==> src/rtl/emif_axil_bridge_if.sv <==
// AXI4-Lite channel bundle between the EMIF bridge (master) and the fabric (slave).
// 32-bit data and addresses; aresetn travels with the bus.
interface emif_axil_bridge_if;
    logic        aresetn;
    logic [31:0] awaddr;
    logic [2:0]  awprot;
    logic        awvalid;
    logic        awready;
    logic [31:0] wdata;
    logic [3:0]  wstrb;
    logic        wvalid;
    logic        wready;
    logic [1:0]  bresp;
    logic        bvalid;
    logic        bready;
    logic [31:0] araddr;
    logic [2:0]  arprot;
    logic        arvalid;
    logic        arready;
    logic [31:0] rdata;
    logic [1:0]  rresp;
    logic        rvalid;
    logic        rready;

    modport master (
        output aresetn, awaddr, awprot, awvalid, wdata, wstrb, wvalid, bready,
               araddr, arprot, arvalid, rready,
        input  awready, wready, bresp, bvalid, arready, rdata, rresp, rvalid
    );

    modport slave (
        input  aresetn, awaddr, awprot, awvalid, wdata, wstrb, wvalid, bready,
               araddr, arprot, arvalid, rready,
        output awready, wready, bresp, bvalid, arready, rdata, rresp, rvalid
    );
endinterface

==> src/rtl/emif_axil_bridge.sv <==
// EMIF slave to AXI4-Lite master bridge: EMIF strobes queue commands in a FIFO that an FSM
// replays as single AXI-Lite transactions; read data returns through a FWFT FIFO.
module emif_axil_bridge #(
    parameter logic [23:0] EMIF_ADDR_BASE  = 24'h000000,
    parameter logic [31:0] AXIL_ADDR_BASE  = 32'h0,
    parameter int          AXIL_ADDR_WIDTH = 16,
    parameter int          CMD_DEPTH       = 16,
    parameter int          RD_DEPTH        = 16,
    parameter int          TIMEOUT         = 1023
) (
    input  logic        eclk,
    input  logic        rst,
    input  logic        nce,
    input  logic        noe,
    input  logic        nwe,
    input  logic [23:0] emif_addr,
    input  logic [31:0] emif_din,
    output logic [31:0] emif_dout,
    output logic        emif_doe,
    output logic        full,
    output logic        busy,
    output logic        rd_fifo_empty,
    output logic        err,
    output logic [1:0]  err_code,
    input  logic        err_clr,
    emif_axil_bridge_if.master m_axil
);
    localparam int WA    = AXIL_ADDR_WIDTH - 2;
    localparam int CMD_W = 1 + WA + 32;
    localparam int CAW   = $clog2(CMD_DEPTH);
    localparam int RAW   = $clog2(RD_DEPTH);
    localparam logic [23:0] WIN_MASK = 24'((64'd1 << (AXIL_ADDR_WIDTH - 1)) - 64'd1);
    localparam logic [CAW:0] CMD_FULL = (CAW + 1)'(CMD_DEPTH);
    localparam logic [RAW:0] RD_FULL  = (RAW + 1)'(RD_DEPTH);

    typedef enum logic [2:0] {S_IDLE, S_WR, S_WB, S_AR, S_R} state_t;

    // Pin capture; strobe registers idle high so reset never fakes a falling edge.
    logic        wstb_reg, wstb_prev_reg, rstb_reg, rstb_prev_reg;
    logic [23:0] addr_reg;
    logic [31:0] din_reg;

    always_ff @(posedge eclk) begin
        if (rst) begin
            wstb_reg      <= 1'b1;
            wstb_prev_reg <= 1'b1;
            rstb_reg      <= 1'b1;
            rstb_prev_reg <= 1'b1;
            addr_reg      <= '0;
            din_reg       <= '0;
        end else begin
            wstb_reg      <= nce | nwe;
            wstb_prev_reg <= wstb_reg;
            rstb_reg      <= nce | noe;
            rstb_prev_reg <= rstb_reg;
            addr_reg      <= emif_addr;
            din_reg       <= emif_din;
        end
    end

    logic hit_reg, hit_now, rflag;
    assign hit_reg  = ((addr_reg ^ EMIF_ADDR_BASE) & ~WIN_MASK) == 24'd0;
    assign hit_now  = ((emif_addr ^ EMIF_ADDR_BASE) & ~WIN_MASK) == 24'd0;
    assign rflag    = addr_reg[AXIL_ADDR_WIDTH-2];
    assign emif_doe = hit_now & ~nce & ~noe;

    // Command FIFO
    logic [CMD_W-1:0] cmd_mem [CMD_DEPTH];
    logic [CAW-1:0]   cmd_wp_reg, cmd_rp_reg;
    logic [CAW:0]     cmd_cnt_reg;
    logic             cmd_push_req, cmd_push, cmd_pop, cmd_empty, cmd_full, overflow;
    logic [CMD_W-1:0] cmd_head;

    assign cmd_empty    = cmd_cnt_reg == '0;
    assign cmd_full     = cmd_cnt_reg == CMD_FULL;
    assign cmd_push_req = wstb_prev_reg & ~wstb_reg & hit_reg;
    assign cmd_push     = cmd_push_req & (~cmd_full | cmd_pop);
    assign overflow     = cmd_push_req & cmd_full & ~cmd_pop;
    assign cmd_head     = cmd_mem[cmd_rp_reg];

    always_ff @(posedge eclk) begin
        if (cmd_push)
            cmd_mem[cmd_wp_reg] <= {rflag, addr_reg[WA-1:0], din_reg};
    end

    always_ff @(posedge eclk) begin
        if (rst) begin
            cmd_wp_reg  <= '0;
            cmd_rp_reg  <= '0;
            cmd_cnt_reg <= '0;
        end else begin
            if (cmd_push) cmd_wp_reg <= cmd_wp_reg + 1'b1;
            if (cmd_pop)  cmd_rp_reg <= cmd_rp_reg + 1'b1;
            case ({cmd_push, cmd_pop})
                2'b10:   cmd_cnt_reg <= cmd_cnt_reg + 1'b1;
                2'b01:   cmd_cnt_reg <= cmd_cnt_reg - 1'b1;
                default: cmd_cnt_reg <= cmd_cnt_reg;
            endcase
        end
    end

    // Read-data FIFO, first-word-fall-through towards the EMIF pins
    logic [31:0]  rd_mem [RD_DEPTH];
    logic [RAW-1:0] rd_wp_reg, rd_rp_reg;
    logic [RAW:0] rd_cnt_reg;
    logic         rd_push, rd_pop, rd_empty, rd_full;
    logic [31:0]  rd_push_data;

    assign rd_empty      = rd_cnt_reg == '0;
    assign rd_full       = rd_cnt_reg == RD_FULL;
    assign rd_pop        = rstb_prev_reg & ~rstb_reg & hit_reg & ~rd_empty;
    assign rd_fifo_empty = rd_empty;
    assign emif_dout     = rd_empty ? 32'h0 : rd_mem[rd_rp_reg];

    always_ff @(posedge eclk) begin
        if (rd_push)
            rd_mem[rd_wp_reg] <= rd_push_data;
    end

    always_ff @(posedge eclk) begin
        if (rst) begin
            rd_wp_reg  <= '0;
            rd_rp_reg  <= '0;
            rd_cnt_reg <= '0;
        end else begin
            if (rd_push) rd_wp_reg <= rd_wp_reg + 1'b1;
            if (rd_pop)  rd_rp_reg <= rd_rp_reg + 1'b1;
            case ({rd_push, rd_pop})
                2'b10:   rd_cnt_reg <= rd_cnt_reg + 1'b1;
                2'b01:   rd_cnt_reg <= rd_cnt_reg - 1'b1;
                default: rd_cnt_reg <= rd_cnt_reg;
            endcase
        end
    end

    // Transaction FSM
    state_t        state_reg, state_next;
    logic          aw_done_reg, aw_done_next, w_done_reg, w_done_next;
    logic [31:0]   tmo_cnt_reg, tmo_next;
    logic [WA-1:0] cur_addr_reg;
    logic [31:0]   cur_data_reg;
    logic          tmo_hit, resp_err, tmo_err;

    assign tmo_hit = (TIMEOUT != 0) && (tmo_cnt_reg == 32'(TIMEOUT - 1));

    always_ff @(posedge eclk) begin
        if (rst) begin
            state_reg    <= S_IDLE;
            aw_done_reg  <= 1'b0;
            w_done_reg   <= 1'b0;
            tmo_cnt_reg  <= '0;
            cur_addr_reg <= '0;
            cur_data_reg <= '0;
        end else begin
            state_reg   <= state_next;
            aw_done_reg <= aw_done_next;
            w_done_reg  <= w_done_next;
            tmo_cnt_reg <= tmo_next;
            if (cmd_pop) begin
                cur_addr_reg <= cmd_head[CMD_W-2:32];
                cur_data_reg <= cmd_head[31:0];
            end
        end
    end

    always_comb begin
        state_next   = state_reg;
        aw_done_next = aw_done_reg;
        w_done_next  = w_done_reg;
        tmo_next     = tmo_cnt_reg;
        cmd_pop      = 1'b0;
        rd_push      = 1'b0;
        rd_push_data = 32'h0;
        resp_err     = 1'b0;
        tmo_err      = 1'b0;
        case (state_reg)
            S_IDLE: if (!cmd_empty) begin
                cmd_pop      = 1'b1;
                aw_done_next = 1'b0;
                w_done_next  = 1'b0;
                state_next   = cmd_head[CMD_W-1] ? S_AR : S_WR;
            end
            S_WR: begin
                if (m_axil.awready) aw_done_next = 1'b1;
                if (m_axil.wready)  w_done_next  = 1'b1;
                if (aw_done_next && w_done_next) state_next = S_WB;
            end
            S_WB: begin
                if (m_axil.bvalid) begin
                    resp_err   = m_axil.bresp != 2'b00;
                    state_next = S_IDLE;
                end else if (tmo_hit) begin
                    tmo_err    = 1'b1;
                    state_next = S_IDLE;
                end else begin
                    tmo_next = tmo_cnt_reg + 1'b1;
                end
            end
            S_AR: if (m_axil.arready) state_next = S_R;
            S_R: if (!rd_full) begin
                if (m_axil.rvalid) begin
                    rd_push      = 1'b1;
                    rd_push_data = m_axil.rdata;
                    resp_err     = m_axil.rresp != 2'b00;
                    state_next   = S_IDLE;
                end else if (tmo_hit) begin
                    // Substitute word keeps EMIF read count aligned with requests.
                    rd_push      = 1'b1;
                    rd_push_data = 32'hDEAD_BEEF;
                    tmo_err      = 1'b1;
                    state_next   = S_IDLE;
                end else begin
                    tmo_next = tmo_cnt_reg + 1'b1;
                end
            end
            default: state_next = S_IDLE;
        endcase
        if (state_next != state_reg) tmo_next = '0;
    end

    // Sticky error: first code wins until cleared; a new error beats a clear.
    logic       err_set;
    logic [1:0] set_code;
    assign err_set  = overflow | resp_err | tmo_err;
    assign set_code = overflow ? 2'b01 : (resp_err ? 2'b10 : 2'b11);

    always_ff @(posedge eclk) begin
        if (rst) begin
            err      <= 1'b0;
            err_code <= 2'b00;
        end else if (err_set) begin
            err <= 1'b1;
            if (!err || err_clr) err_code <= set_code;
        end else if (err_clr) begin
            err      <= 1'b0;
            err_code <= 2'b00;
        end
    end

    assign full = cmd_full;
    assign busy = ~cmd_empty | (state_reg != S_IDLE);

    assign m_axil.aresetn = ~rst;
    assign m_axil.awaddr  = AXIL_ADDR_BASE + 32'({cur_addr_reg, 2'b00});
    assign m_axil.araddr  = AXIL_ADDR_BASE + 32'({cur_addr_reg, 2'b00});
    assign m_axil.awprot  = 3'b000;
    assign m_axil.arprot  = 3'b000;
    assign m_axil.wdata   = cur_data_reg;
    assign m_axil.wstrb   = 4'hF;
    assign m_axil.awvalid = (state_reg == S_WR) & ~aw_done_reg;
    assign m_axil.wvalid  = (state_reg == S_WR) & ~w_done_reg;
    assign m_axil.bready  = state_reg == S_WB;
    assign m_axil.arvalid = state_reg == S_AR;
    assign m_axil.rready  = (state_reg == S_R) & ~rd_full;
endmodule

==> src/flat_wrapper.sv <==
// flat-port wrapper written by rule: the top's interface ports become plain ports
module emif_axil_bridge_flat 
#(
    parameter logic [23:0] EMIF_ADDR_BASE  = 24'h000000,
    parameter logic [31:0] AXIL_ADDR_BASE  = 32'h0,
    parameter int          AXIL_ADDR_WIDTH = 16,
    parameter int          CMD_DEPTH       = 16,
    parameter int          RD_DEPTH        = 16,
    parameter int          TIMEOUT         = 1023
)
  (eclk, rst, nce, noe, nwe, emif_addr, emif_din, emif_dout, emif_doe, full, busy, rd_fifo_empty, err, err_code, err_clr, m_axil_aresetn, m_axil_awaddr, m_axil_awprot, m_axil_awvalid, m_axil_wdata, m_axil_wstrb, m_axil_wvalid, m_axil_bready, m_axil_araddr, m_axil_arprot, m_axil_arvalid, m_axil_rready, m_axil_awready, m_axil_wready, m_axil_bresp, m_axil_bvalid, m_axil_arready, m_axil_rdata, m_axil_rresp, m_axil_rvalid);
  emif_axil_bridge_if m_axil_i ();
  input  logic eclk;
  input  logic rst;
  input  logic nce;
  input  logic noe;
  input  logic nwe;
  input  logic [23:0] emif_addr;
  input  logic [31:0] emif_din;
  output logic [31:0] emif_dout;
  output logic emif_doe;
  output logic full;
  output logic busy;
  output logic rd_fifo_empty;
  output logic err;
  output logic [1:0] err_code;
  input  logic err_clr;
  output wire logic [$bits(m_axil_i.aresetn)-1:0] m_axil_aresetn;
  output wire logic [$bits(m_axil_i.awaddr)-1:0] m_axil_awaddr;
  output wire logic [$bits(m_axil_i.awprot)-1:0] m_axil_awprot;
  output wire logic [$bits(m_axil_i.awvalid)-1:0] m_axil_awvalid;
  output wire logic [$bits(m_axil_i.wdata)-1:0] m_axil_wdata;
  output wire logic [$bits(m_axil_i.wstrb)-1:0] m_axil_wstrb;
  output wire logic [$bits(m_axil_i.wvalid)-1:0] m_axil_wvalid;
  output wire logic [$bits(m_axil_i.bready)-1:0] m_axil_bready;
  output wire logic [$bits(m_axil_i.araddr)-1:0] m_axil_araddr;
  output wire logic [$bits(m_axil_i.arprot)-1:0] m_axil_arprot;
  output wire logic [$bits(m_axil_i.arvalid)-1:0] m_axil_arvalid;
  output wire logic [$bits(m_axil_i.rready)-1:0] m_axil_rready;
  input wire logic [$bits(m_axil_i.awready)-1:0] m_axil_awready;
  input wire logic [$bits(m_axil_i.wready)-1:0] m_axil_wready;
  input wire logic [$bits(m_axil_i.bresp)-1:0] m_axil_bresp;
  input wire logic [$bits(m_axil_i.bvalid)-1:0] m_axil_bvalid;
  input wire logic [$bits(m_axil_i.arready)-1:0] m_axil_arready;
  input wire logic [$bits(m_axil_i.rdata)-1:0] m_axil_rdata;
  input wire logic [$bits(m_axil_i.rresp)-1:0] m_axil_rresp;
  input wire logic [$bits(m_axil_i.rvalid)-1:0] m_axil_rvalid;
  assign m_axil_aresetn = m_axil_i.aresetn;
  assign m_axil_awaddr = m_axil_i.awaddr;
  assign m_axil_awprot = m_axil_i.awprot;
  assign m_axil_awvalid = m_axil_i.awvalid;
  assign m_axil_wdata = m_axil_i.wdata;
  assign m_axil_wstrb = m_axil_i.wstrb;
  assign m_axil_wvalid = m_axil_i.wvalid;
  assign m_axil_bready = m_axil_i.bready;
  assign m_axil_araddr = m_axil_i.araddr;
  assign m_axil_arprot = m_axil_i.arprot;
  assign m_axil_arvalid = m_axil_i.arvalid;
  assign m_axil_rready = m_axil_i.rready;
  assign m_axil_i.awready = m_axil_awready;
  assign m_axil_i.wready = m_axil_wready;
  assign m_axil_i.bresp = m_axil_bresp;
  assign m_axil_i.bvalid = m_axil_bvalid;
  assign m_axil_i.arready = m_axil_arready;
  assign m_axil_i.rdata = m_axil_rdata;
  assign m_axil_i.rresp = m_axil_rresp;
  assign m_axil_i.rvalid = m_axil_rvalid;
  emif_axil_bridge #(.EMIF_ADDR_BASE(EMIF_ADDR_BASE), .AXIL_ADDR_BASE(AXIL_ADDR_BASE), .AXIL_ADDR_WIDTH(AXIL_ADDR_WIDTH), .CMD_DEPTH(CMD_DEPTH), .RD_DEPTH(RD_DEPTH), .TIMEOUT(TIMEOUT)) u_core (.eclk(eclk), .rst(rst), .nce(nce), .noe(noe), .nwe(nwe), .emif_addr(emif_addr), .emif_din(emif_din), .emif_dout(emif_dout), .emif_doe(emif_doe), .full(full), .busy(busy), .rd_fifo_empty(rd_fifo_empty), .err(err), .err_code(err_code), .err_clr(err_clr), .m_axil(m_axil_i));
endmodule
==> config.mk <==
export PLATFORM = sky130hd
export DESIGN_NAME = emif_axil_bridge_flat
export DESIGN_NICKNAME = d
export VERILOG_FILES = /design/src/rtl/emif_axil_bridge_if.sv /design/src/rtl/emif_axil_bridge.sv /design/src/flat_wrapper.sv
export SDC_FILE = /design/constraint.sdc
export NUM_CORES = 1
export LEC_CHECK = 0
export BUFFER_PORTS_ARGS = -buffer_cell sky130_fd_sc_hd__buf_2
export CELL_PAD_IN_SITES_DETAIL_PLACEMENT = 1
export CELL_PAD_IN_SITES_GLOBAL_PLACEMENT = 1
export CORE_ASPECT_RATIO = 0.7
export CORE_UTILIZATION = 30
export CTS_BUF_LIST = sky130_fd_sc_hd__clkbuf_4 sky130_fd_sc_hd__clkbuf_8 sky130_fd_sc_hd__clkbuf_16
export DETAILED_ROUTE_END_ITERATION = 10
export PLACE_DENSITY = 0.52
export SYNTH_ARGS = -nofsm -noshare
export SYNTH_HDL_FRONTEND = slang
export SYNTH_SLANG_ARGS = --single-unit
==> constraint.sdc <==
create_clock -name eclk -period 16 [get_ports eclk]
set_input_delay 1.6 -clock eclk [delete_from_list [all_inputs] [get_ports eclk]]
set_output_delay 1.6 -clock eclk [all_outputs]
set_load 0.05 [all_outputs]
Word-level counts from Yosys, hierarchy flattened
Memory sizes are Yosys's and may differ from the RTL's. A register that Yosys moved wholly into a read port is not among the register bits. Cells that the tools add are included.

Flip-flop bits (word level): 172. Latch bits: 0. Bits in writable memories: 1264. Bits in read-only memories: 0. Word-level logic and storage cells: 156. Memories: 2.

Add/subtract/negate cells: 9. $mul: 0. Div/mod/pow operators: 0. Order comparisons: 0. Equal/unequal tests: 17. Shift-type cells: 0. Muxes and demuxes: 57. Bitwise logic cells: 31. Reduce and logical (&&, ||, !) cells: 20.

Memories: u_core.cmd_mem (words 16, bits a word 47, read ports 1, clocked after memory_dff 1, write ports 1, RTL line emif_axil_bridge.sv:68) `logic [CMD_W-1:0] cmd_mem [CMD_DEPTH];`; u_core.rd_mem (words 16, bits a word 32, read ports 1, clocked after memory_dff 1, write ports 1, RTL line emif_axil_bridge.sv:103) `logic [31:0] rd_mem [RD_DEPTH];`.

Operator list (number): $mux 32 (9); $pmux 32 s2 (1); $logic_not 24->1 (2); $add 32x1->32 const B (1); $eq 32x10->1 const B (1); $mux 1 (24); $mux 3 (7); $pmux 5 s2 (2); $add 4x1->4 const B (4); $mux 4 (4); $pmux 3 s5 (1); $reduce_bool 2->1 (7); $and 1x1->1 (13); $not 1->1 (12); $add 5x1->5 const B (2); $eq 5x5->1 const B (2); $logic_not 5->1 (2); $mux 2 (5); $ne 2x2->1 const B (5); $sub 5x1->5 const B (2); $pmux 1 s2 (4); $eq 3x2->1 const B (2); $or 1x1->1 (6); $eq 2x1->1 const B (2); other kinds (12) (14).

Depth between registers and ports, before layout
Gate-level depths: netlist (run 1).

Depth after elaboration: 9. Mapped depth: 16.

Worst setup path after synthesis (run 1)
Ideal clock, no wire load.

Path type: reg-to-reg. Start: register u_core.state_reg[0]. End: memory u_core.cmd_mem[4][0] in the netlist's numbering (enable). Setup time: 510 ps. Arrival: 4598 ps. Data required time: 15490 ps. Slack: 10893 ps. Cell stages (with the launch flop): 7. Buffers on the path: 1. Period minus slack after synthesis: 5107 ps. Cells stage by stage: dfxtp_1 nor3_1 nand3b_1 nor2b_1 clkbuf_1 nand2_1 nor3_1.

Cells in the longest elaborated chain, start to end: 6.

RTL lines: start: declaration (RTL line emif_axil_bridge.sv:137) `state_t state_reg, state_next;`; start signal: assignment (RTL line emif_axil_bridge.sv:155) `state_reg <= state_next;`; $logic_not 3->1 (RTL line emif_axil_bridge.sv:176) `case (state_reg)`; $mux 1 (RTL line emif_axil_bridge.sv:176); $or 1x1->1 (RTL line emif_axil_bridge.sv:77) `assign cmd_push = cmd_push_req & (~cmd_full | cmd_pop);`; $and 1x1->1 (RTL line emif_axil_bridge.sv:77); $mux 1 (RTL line emif_axil_bridge.sv:82) `if (cmd_push)`; $mux 1 (not written as such) (RTL line emif_axil_bridge.sv:83) `cmd_mem[cmd_wp_reg] <= {rflag, addr_reg[WA-1:0], din_reg};`; end: declaration (RTL line emif_axil_bridge.sv:68).

No other way between the ends.

==> results of run 1 <==
==> power by group <==
part,total (mW),switching (mW),internal (mW)
Clock,3.52,1.51,2.01
Combinational,1.34,0.853,0.487
Sequential,4.29,0.132,4.16
Total,9.15,2.50,6.65
==> worst max-delay path: stages, from the launching register on <==
cell and delay (ps):
dfxtp_4 620, buf_4 700, buf_4 660, mux4_2 580, mux4_2 530, nor2b_1 190
buf_2 260
==> layer usage <==
metal,up-vias,GRT usage [%]
met3,173,2.79
met1,14700,23.6
met2,650,23.2
met4,2,3.64
met5,-,0
li1,11600,-
==> worst paths after layout <==
check                                    startpoint                           endpoint
setup / recovery                           register                       emif_dout[8]
hold reg to reg          u_core.wstb_reg$_SDFF_PP1_    u_core.wstb_prev_reg$_SDFF_PP1_
setup reg to reg  u_core.rd_cnt_reg[0]$_SDFFE_PP0P_  u_core.rd_cnt_reg[4]$_SDFFE_PP0P_
hold / removal           u_core.wstb_reg$_SDFF_PP1_    u_core.wstb_prev_reg$_SDFF_PP1_
==> final cells by class <==
| type | count | area [um^2] |
|---|---|---|
| antenna | 5 | 12.5 |
| clock buffer | 207 | 4260 |
| clock inverter | 66 | 703 |
| fill | 18000 | 118000 |
| inverter | 30 | 113 |
| multi-input combinational | 1124 | 12700 |
| sequential | 1444 | 41600 |
| tap | 2460 | 3080 |
| timing repair buffer | 269 | 1520 |
==> layout by cell type, fill, tap and decap left out, types with 19 or more instances in the layout <==
master     synthesis  final
buf_4             61     61
nor2_1           139    121
o21a_1            26     26
a22oi_1           94     94
nor4_1            20     20
ha_1              19     19
inv_1             29     29
clkinv_2           0     20
xnor2_1           38     38
edfxtp_1        1264   1264
clkinv_1           0     21
clkbuf_4           0     45
dfxtp_1          180    174
buf_2             40    206
a21oi_1          110    110
conb_1             2     46
nor2b_1           96     94
clkbuf_16          0    150
mux4_2           349    349
nand2_1           34     34
==> through the flow <==
step	power, mW	setup slack, ps	hold slack (ps)	instances	utilization, %
3_3_place_gp	5.72	10720	440	5327	32.4
5_1_grt	9.51	9720	489	5601	35.1
4_1_cts	9.29	9850	465	5600	35.1
2_1_floorplan	5.37	10890	407	2803	-
3_5_place_dp	5.74	10700	448	5327	32.4
6_report	9.15	10060	456	5605	35.1
==> cells by family after synthesis <==
family,count (synthesis),synth area share (%)
buf+inv,235,2.11
mux,354,14.4
xor+xnor,48,0.764
flops,1444,75.5
other cells,2,0.0136
simple gates,395,3.71
fa+ha+maj,21,0.505
compound gates,260,3.04
==> flow_metrics.tcl, run 1 <==
set metrics [dict create \
    antenna_found_initial 10 \
    cp_max_fo 36 \
    wl_met3_um 6980 \
    fin_worst_skew_ps 31.8 \
    worst_ep_required_time_ps 14400 \
    drt_iter0_drc 2388 \
    avgSynthCellArea_um2 20.0 \
    cts_root_buf "clkbuf_16" \
    fin_tns_setup_ps 0 \
    cts_tree "built" \
    rows 131 \
    critPathLaunchType "register" \
    cts.sinks 1444 \
    rrSetupSlack_ps 11500 \
    synth_edf_count 1264 \
    gp_congestion 0.693 \
    postCtsResizedCells 0 \
    grt_max_degree 100 \
    ctsHoldBuffers 0 \
    ir_drop_uv 100 \
    m1WireLength_um 71100 \
    fp.dieArea_um2 185000 \
    place_area_um2 59000 \
    vias 27100 \
    cts_buffer_depth 3 \
    netlist_top_cells_area "edfxtp_1, mux4_2, dfxtp_1" \
    io_buffers 207 \
    dr.pass1.iters 5 \
    regMostFlops "u_core.cmd_mem" \
    top_regs "u_core.cmd_mem (752), u_core.rd_mem (512)" \
    grt_pass1_wl_um 209000 \
    netlist_top_cells_count "edfxtp_1, mux4_2, dfxtp_1" \
    synth_top_area_share_pct 68.9 \
    crit_arrival_ps 4340 \
    htree_levels 4 \
    numCtsBuffers 148 \
    final_area_um2 64000 \
    tightest_slew_ps 1190 \
    coreArea_um2 182000 \
    area_growth_pct 16.2 \
    status "complete, no violations" \
    relSlewSlack_pct 20.6 \
    grtUsageTotal_pct 15.6 \
    synthDistinctLibCells 55 \
    yosysMostFrequentCell "edfxtp_1" \
    worstSkewPairLatency_ps 790 \
    routedWlPerCell_um 25.9 \
    largest_reg_flops 752 \
    clk_pin_slew_ps 60 \
    hold_viol 0 \
    seq_area_frac_synth_pct 75.5 \
    cap_viol_max_count 0 \
    ios 254 \
    drive_above_1_share_pct 29.5 \
    ff2ff_path_depth 16 \
    top_layer "met5" \
    die_w_um 514 \
    viasPerCell 4.83 \
    crit_type "register to output pin" \
    fmax_ghz 0.168 \
    synth_area_um2 55100 \
    power.leakage_nw 19.1 \
    yosys.area.top_type "edfxtp_1" \
    ant_nets 0 \
    start_util_pct 30.2 \
    synth-async-reset-ratio_pct 0 \
    synthCells 2759 \
    die_h_um 360 \
    min_path_cells 1 \
    post_cts_buffers 0 \
    synth_seq_cells 1444 \
    grt_pass1_vias 28500 \
    drv_slew 0 \
    synth_flop_cell "edfxtp_1" \
    period_needed_ps 5940 \
    hold_class "register to register" \
    period_share_pct 37.1 \
    p_per_area_nw_per_um2 143 \
    synth_warnings 0 \
    drc_errors 0 \
    met2_length_um 64200 \
    rsz0062_at_grt "false" \
    nets 3141 \
    setup_viol 0 \
    grt_overflow_total 0 \
    drt-total-wl_um 145000 \
    critPathCaptureType "output pin" \
    dp_hpwl_um 75100 \
]
No activity file was read; power rests on OpenSTA's default activity.
==> inputs of run 2 (changes only) <==
clock period = 5.85 ns   (was 16 ns; I/O delays follow)
==> run 2 against run 1 <==
  * First-iteration DRC count is 8.8% lower
  * Clock power grew to 2.7 times the previous value
  * Sequential share of layout area is 0.26 points lower
  * Critical endpoint is now emif_dout[28]
  * Largest power group unchanged
==> flow_metrics.tcl, run 2 (synthesized netlist as in run 1, its figures left out) <==
set metrics [dict create \
    status "complete, no violations" \
    worstSkewPairLatency_ps 770 \
    setup_viol 0 \
    fin_tns_setup_ps 0 \
    largest_reg_flops 752 \
    ir_drop_uv 255 \
    cts_root_buf "clkbuf_16" \
    p_per_area_nw_per_um2 389 \
    coreArea_um2 182000 \
    clk_pin_slew_ps 60 \
    period_needed_ps 4280 \
    tightest_slew_ps 1300 \
    postCtsResizedCells 0 \
    cpLargestDelayFamily "multiplexers" \
    post_cts_buffers 0 \
    cts_buffer_depth 3 \
    nets 3162 \
    cpMaxStageDelayCell "dfxtp_4" \
    drv_slew 0 \
    hold_viol 0 \
    cts_tree "built" \
    power.leakage_nw 19.2 \
    viasPerCell 4.78 \
    vias 26900 \
    area_growth_pct 16.7 \
    dr.pass1.iters 5 \
    regMostFlops "u_core.cmd_mem" \
    ant_nets 0 \
    numCtsBuffers 149 \
    path_cells "buf_12, mux4_2, mux4_2, nor2b_1, buf_2" \
    start_util_pct 30.2 \
    critPathLaunchType "register" \
    io_buffers 207 \
    die_h_um 360 \
    grt_overflow_total 0 \
    gp_congestion 0.712 \
    top_regs "u_core.cmd_mem (752), u_core.rd_mem (512)" \
    layout_commonest_cell "edfxtp_1" \
    final_cell_count_no_fill 5621 \
    die_w_um 514 \
    hold_class "primary input to register" \
    grt_pass1_vias 28200 \
    final_cell_mix "edfxtp_1, mux4_2, buf_2" \
    drt_iter0_drc 2177 \
    rows 131 \
    crit_arrival_ps 3690 \
    fp.dieArea_um2 185000 \
    drc_errors 0 \
    worst_ep_required_time_ps 5270 \
    grt_max_degree 91 \
    grtUsageTotal_pct 15.2 \
    grt_pass1_wl_um 205000 \
    fmax_ghz 0.234 \
    ios 254 \
    drive_above_1_share_pct 29.1 \
    critPathCaptureType "output pin" \
    routedWlPerCell_um 25.1 \
    cp_max_fo 43 \
    rsz0062_at_grt "false" \
    dp_cells 5325 \
    htree_levels 4 \
    antenna_found_initial 2 \
    crit_buf_inv 2 \
    crit_top_cell "mux4_2" \
    fin_worst_skew_ps 28.7 \
    dp_hpwl_um 79400 \
    cts.sinks 1444 \
    drt-total-wl_um 141000 \
    relSlewSlack_pct 13.5 \
    cap_viol_max_count 0 \
    period_share_pct 73.1 \
    cpPeakStageDelay_ps 970 \
    crit_type "register to output pin" \
]
-- run 2: changes by cell type in the layout (fill, tap and decap cells not counted), sizes merged --
cell,delta
dlygate4sd3,+22
clkbuf,-13
clkinv,+10
clkinvlp,+4
inv,-3
buf,-2
bufinv,-1
diode,-1
-- run 2: stage by stage --
stage          hold slack (ps)  setup slack, ps  cell area, um^2  util [%]  total power, mW
6_report                  61.8             1570            64200      35.2             25.0
5_1_grt                   17.4             1310            64200      35.2             26.0
4_1_cts                  0.629             1420            64200      35.2             25.4
3_5_place_dp               453             1750            59100      32.4             15.8
3_3_place_gp               448             1820            59100      32.4             15.7
2_1_floorplan              407              743            55200         -             14.7
-- run 2: per-layer routing --
| layer | global-route usage, % | wire [um] | vias up |
|---|---|---|---|
| met5 | 0 | 0 | - |
| met4 | 3.63 | 2540 | 0 |
| met3 | 2.87 | 6050 | 161 |
| met2 | 21.8 | 61100 | 537 |
| met1 | 23.5 | 71500 | 14600 |
| li1 | - | - | 11600 |
-- run 2: cell type report --
| class | count | area (um^2) |
|---|---|---|
| clock buffers | 194 | 4200 |
| repair buffers | 289 | 1830 |
| fillers | 18000 | 118000 |
| diodes | 4 | 10.0 |
| clock inverters | 76 | 721 |
| flip-flops and latches | 1444 | 41600 |
| well taps | 2460 | 3080 |
| inverters | 30 | 113 |
| multi-input cells | 1124 | 12700 |
-- run 2: power by group --
group	switching, mW	internal (mW)	leakage, nW	total [mW]
combinational	2.42	1.36	4.62	3.78
clock	4.10	5.42	2.44	9.52
sequential	0.327	11.4	12.1	11.7
total	6.85	18.1	19.2	25.0
-- run 2: what timing repair did --
action / CTS / global route
hold buffers: 22 / 0
endpoints found under the hold margin: 22 / 0
setup endpoints to repair: 0 / 0
-- run 2: path summary, 6_finish.rpt --
path                                        from                         endpoint  slack (ps)  cells past startpoint
setup / recovery                        register                    emif_dout[28]        1570                      5
hold / removal                      emif_din[14]    u_core.din_reg[14]$_SDFF_PP0_          60                      2
setup reg to reg  u_core.state_reg[1]$_SDFF_PP0_   u_core.rd_mem[4][13]$_DFFE_PP_        1770                      8
hold reg to reg       u_core.wstb_reg$_SDFF_PP1_  u_core.wstb_prev_reg$_SDFF_PP1_         470                      1
-- run 2: worst reg2reg max path: cells and delay by family, from the launching register on --
kind | cells | cell delay, ps
compound gates | 2 | 590
flops | 1 | 430
buf+inv | 3 | 1270
simple gates | 3 | 1440
==> inputs of run 3 (changes only) <==
clock period = 4.4 ns   (was 5.85 ns; I/O delays follow)
==> run 3 against run 2 <==
  * Cell area is 1.1% higher
  * Highest routed layer unchanged
  * Hold slack worse by 36 ps
  * Sequential power is 32% higher
  * Via count is 1.3% higher
==> flow_metrics.tcl, run 3 (synthesized netlist as in run 1, its figures left out) <==
set metrics [dict create \
    critPathCaptureType "output pin" \
    gp_congestion 0.736 \
    htree_levels 4 \
    fin_hold_ws_ps 25.6 \
    rsz0062_at_grt "false" \
    dr.pass1.iters 7 \
    p_per_area_nw_per_um2 512 \
    numCtsBuffers 149 \
    crit_type "register to output pin" \
    drv_slew 0 \
    ant_nets 0 \
    grt_max_degree 95 \
    cts_root_buf "clkbuf_16" \
    regMostFlops "u_core.cmd_mem" \
    min_path_cells 2 \
    top_regs "u_core.cmd_mem (752), u_core.rd_mem (512)" \
    final_cell_mix "edfxtp_1, mux4_2, buf_2" \
    pre_cts_ws_ps 778 \
    fin_worst_skew_ps 37.6 \
    drt_iter0_drc 2366 \
    cts.sinks 1444 \
    hold_viol 0 \
    fp.dieArea_um2 185000 \
    ff2ff_path_depth 15 \
    rows 131 \
    seq_area_um2 41600 \
    coreArea_um2 182000 \
    grt_overflow_total 0 \
    die_w_um 514 \
    final_cell_count_no_fill 5674 \
    setup_slack_ps 496 \
    crit_arrival_ps 3460 \
    ir_drop_uv 490 \
    grt_pass1_wl_um 206000 \
    drive_above_1_share_pct 29.1 \
    fillers 18000 \
    post_cts_buffers 0 \
    period_needed_ps 3900 \
    die_h_um 360 \
    hold_class "primary input to register" \
    layout_commonest_cell "edfxtp_1" \
    ios 254 \
    period_share_pct 88.7 \
    place_area_um2 59500 \
    drt-total-wl_um 142000 \
    grtUsageTotal_pct 15.3 \
    ctsHoldBuffers 61 \
    critPathLaunchType "register" \
    worstSkewPairLatency_ps 770 \
    multi_input_area_um2 12700 \
    area_growth_pct 17.9 \
    vias 27200 \
    clk_pin_slew_ps 60 \
    postCtsResizedCells 0 \
    tightest_slew_ps 1080 \
    viasPerCell 4.80 \
    start_util_pct 30.2 \
    cap_viol_max_count 0 \
    final_area_um2 64900 \
    worst_ep_required_time_ps 3960 \
    drc_errors 0 \
    fmax_ghz 0.256 \
    dp_cells 5335 \
    io_buffers 207 \
    routedWlPerCell_um 25.0 \
    setup_viol 0 \
    finish.utilization_pct 35.6 \
    antenna_found_initial 7 \
    nets 3211 \
    status "complete, no violations" \
    power.leakage_nw 19.4 \
    grt_pass1_vias 28600 \
    relSlewSlack_pct 27.3 \
    largest_reg_flops 752 \
    cts_buffer_depth 3 \
    dp_hpwl_um 79600 \
    cts_tree "built" \
    cp_max_fo 29 \
]
[run 3: cell count changes in the layout (fill, tap and decap cells not counted), sizes merged]
cell	change
diode	+2
clkinv	-12
buf	+10
bufinv	-1
clkbuf	+5
inv	+8
clkinvlp	+2
dlygate4sd3	+39
[run 3: power breakdown]
group	internal, mW	switching (mW)
Sequential	15.1	0.437
Clock	7.09	5.46
Combinational	1.88	3.28
Total	24.1	9.18
[run 3: final cells by class]
type                            instances  area share [%]
Antenna cell                            6          0.0231
Clock buffer                          199            6.41
Clock inverter                         73            1.03
Inverter                               30           0.173
Multi-Input combinational cell       1124            19.6
Sequential cell                      1444            64.0
Tap cell                             2460            4.74
Timing Repair Buffer                  338            3.95
[run 3: metal layers]
layer	track usage, %	routed length, um	share of wire [%]	up-vias
li1	-	-	-	11700
met1	23.3	70600	50	14700
met2	22.3	62400	44	593
met3	2.78	6330	4.5	178
met4	3.91	2820	2.0	0
met5	0	0	0	-
[run 3: path summary, 6_finish.rpt]
kind / endpoint / slack (ps) / start
worst max-delay path: emif_dout[30] / 500 / register
worst min register to register: u_core.wstb_prev_reg$_SDFF_PP1_ / 440 / u_core.wstb_reg$_SDFF_PP1_
worst max register to register: u_core.rd_cnt_reg[4]$_SDFFE_PP0P_ / 750 / u_core.tmo_cnt_reg[1]$_SDFFE_PP0P_
worst min-delay path: u_core.rstb_reg$_SDFF_PP1_ / 30 / nce
[run 3: critical path, stage by stage (launching register included)]
cell and delay [ps]:
dfxtp_4 810, buf_4 360, mux4_2 550, mux4_2 470, nor2b_1 220, buf_2 280
[run 3: stage by stage]
stage | total power, mW | setup TNS [ps]
6_report | 33.3 | 0
5_1_grt | 34.5 | 0
4_1_cts | 33.8 | 0
3_5_place_dp | 21.1 | 0
3_3_place_gp | 21.1 | 0
2_1_floorplan | 19.5 | -132940
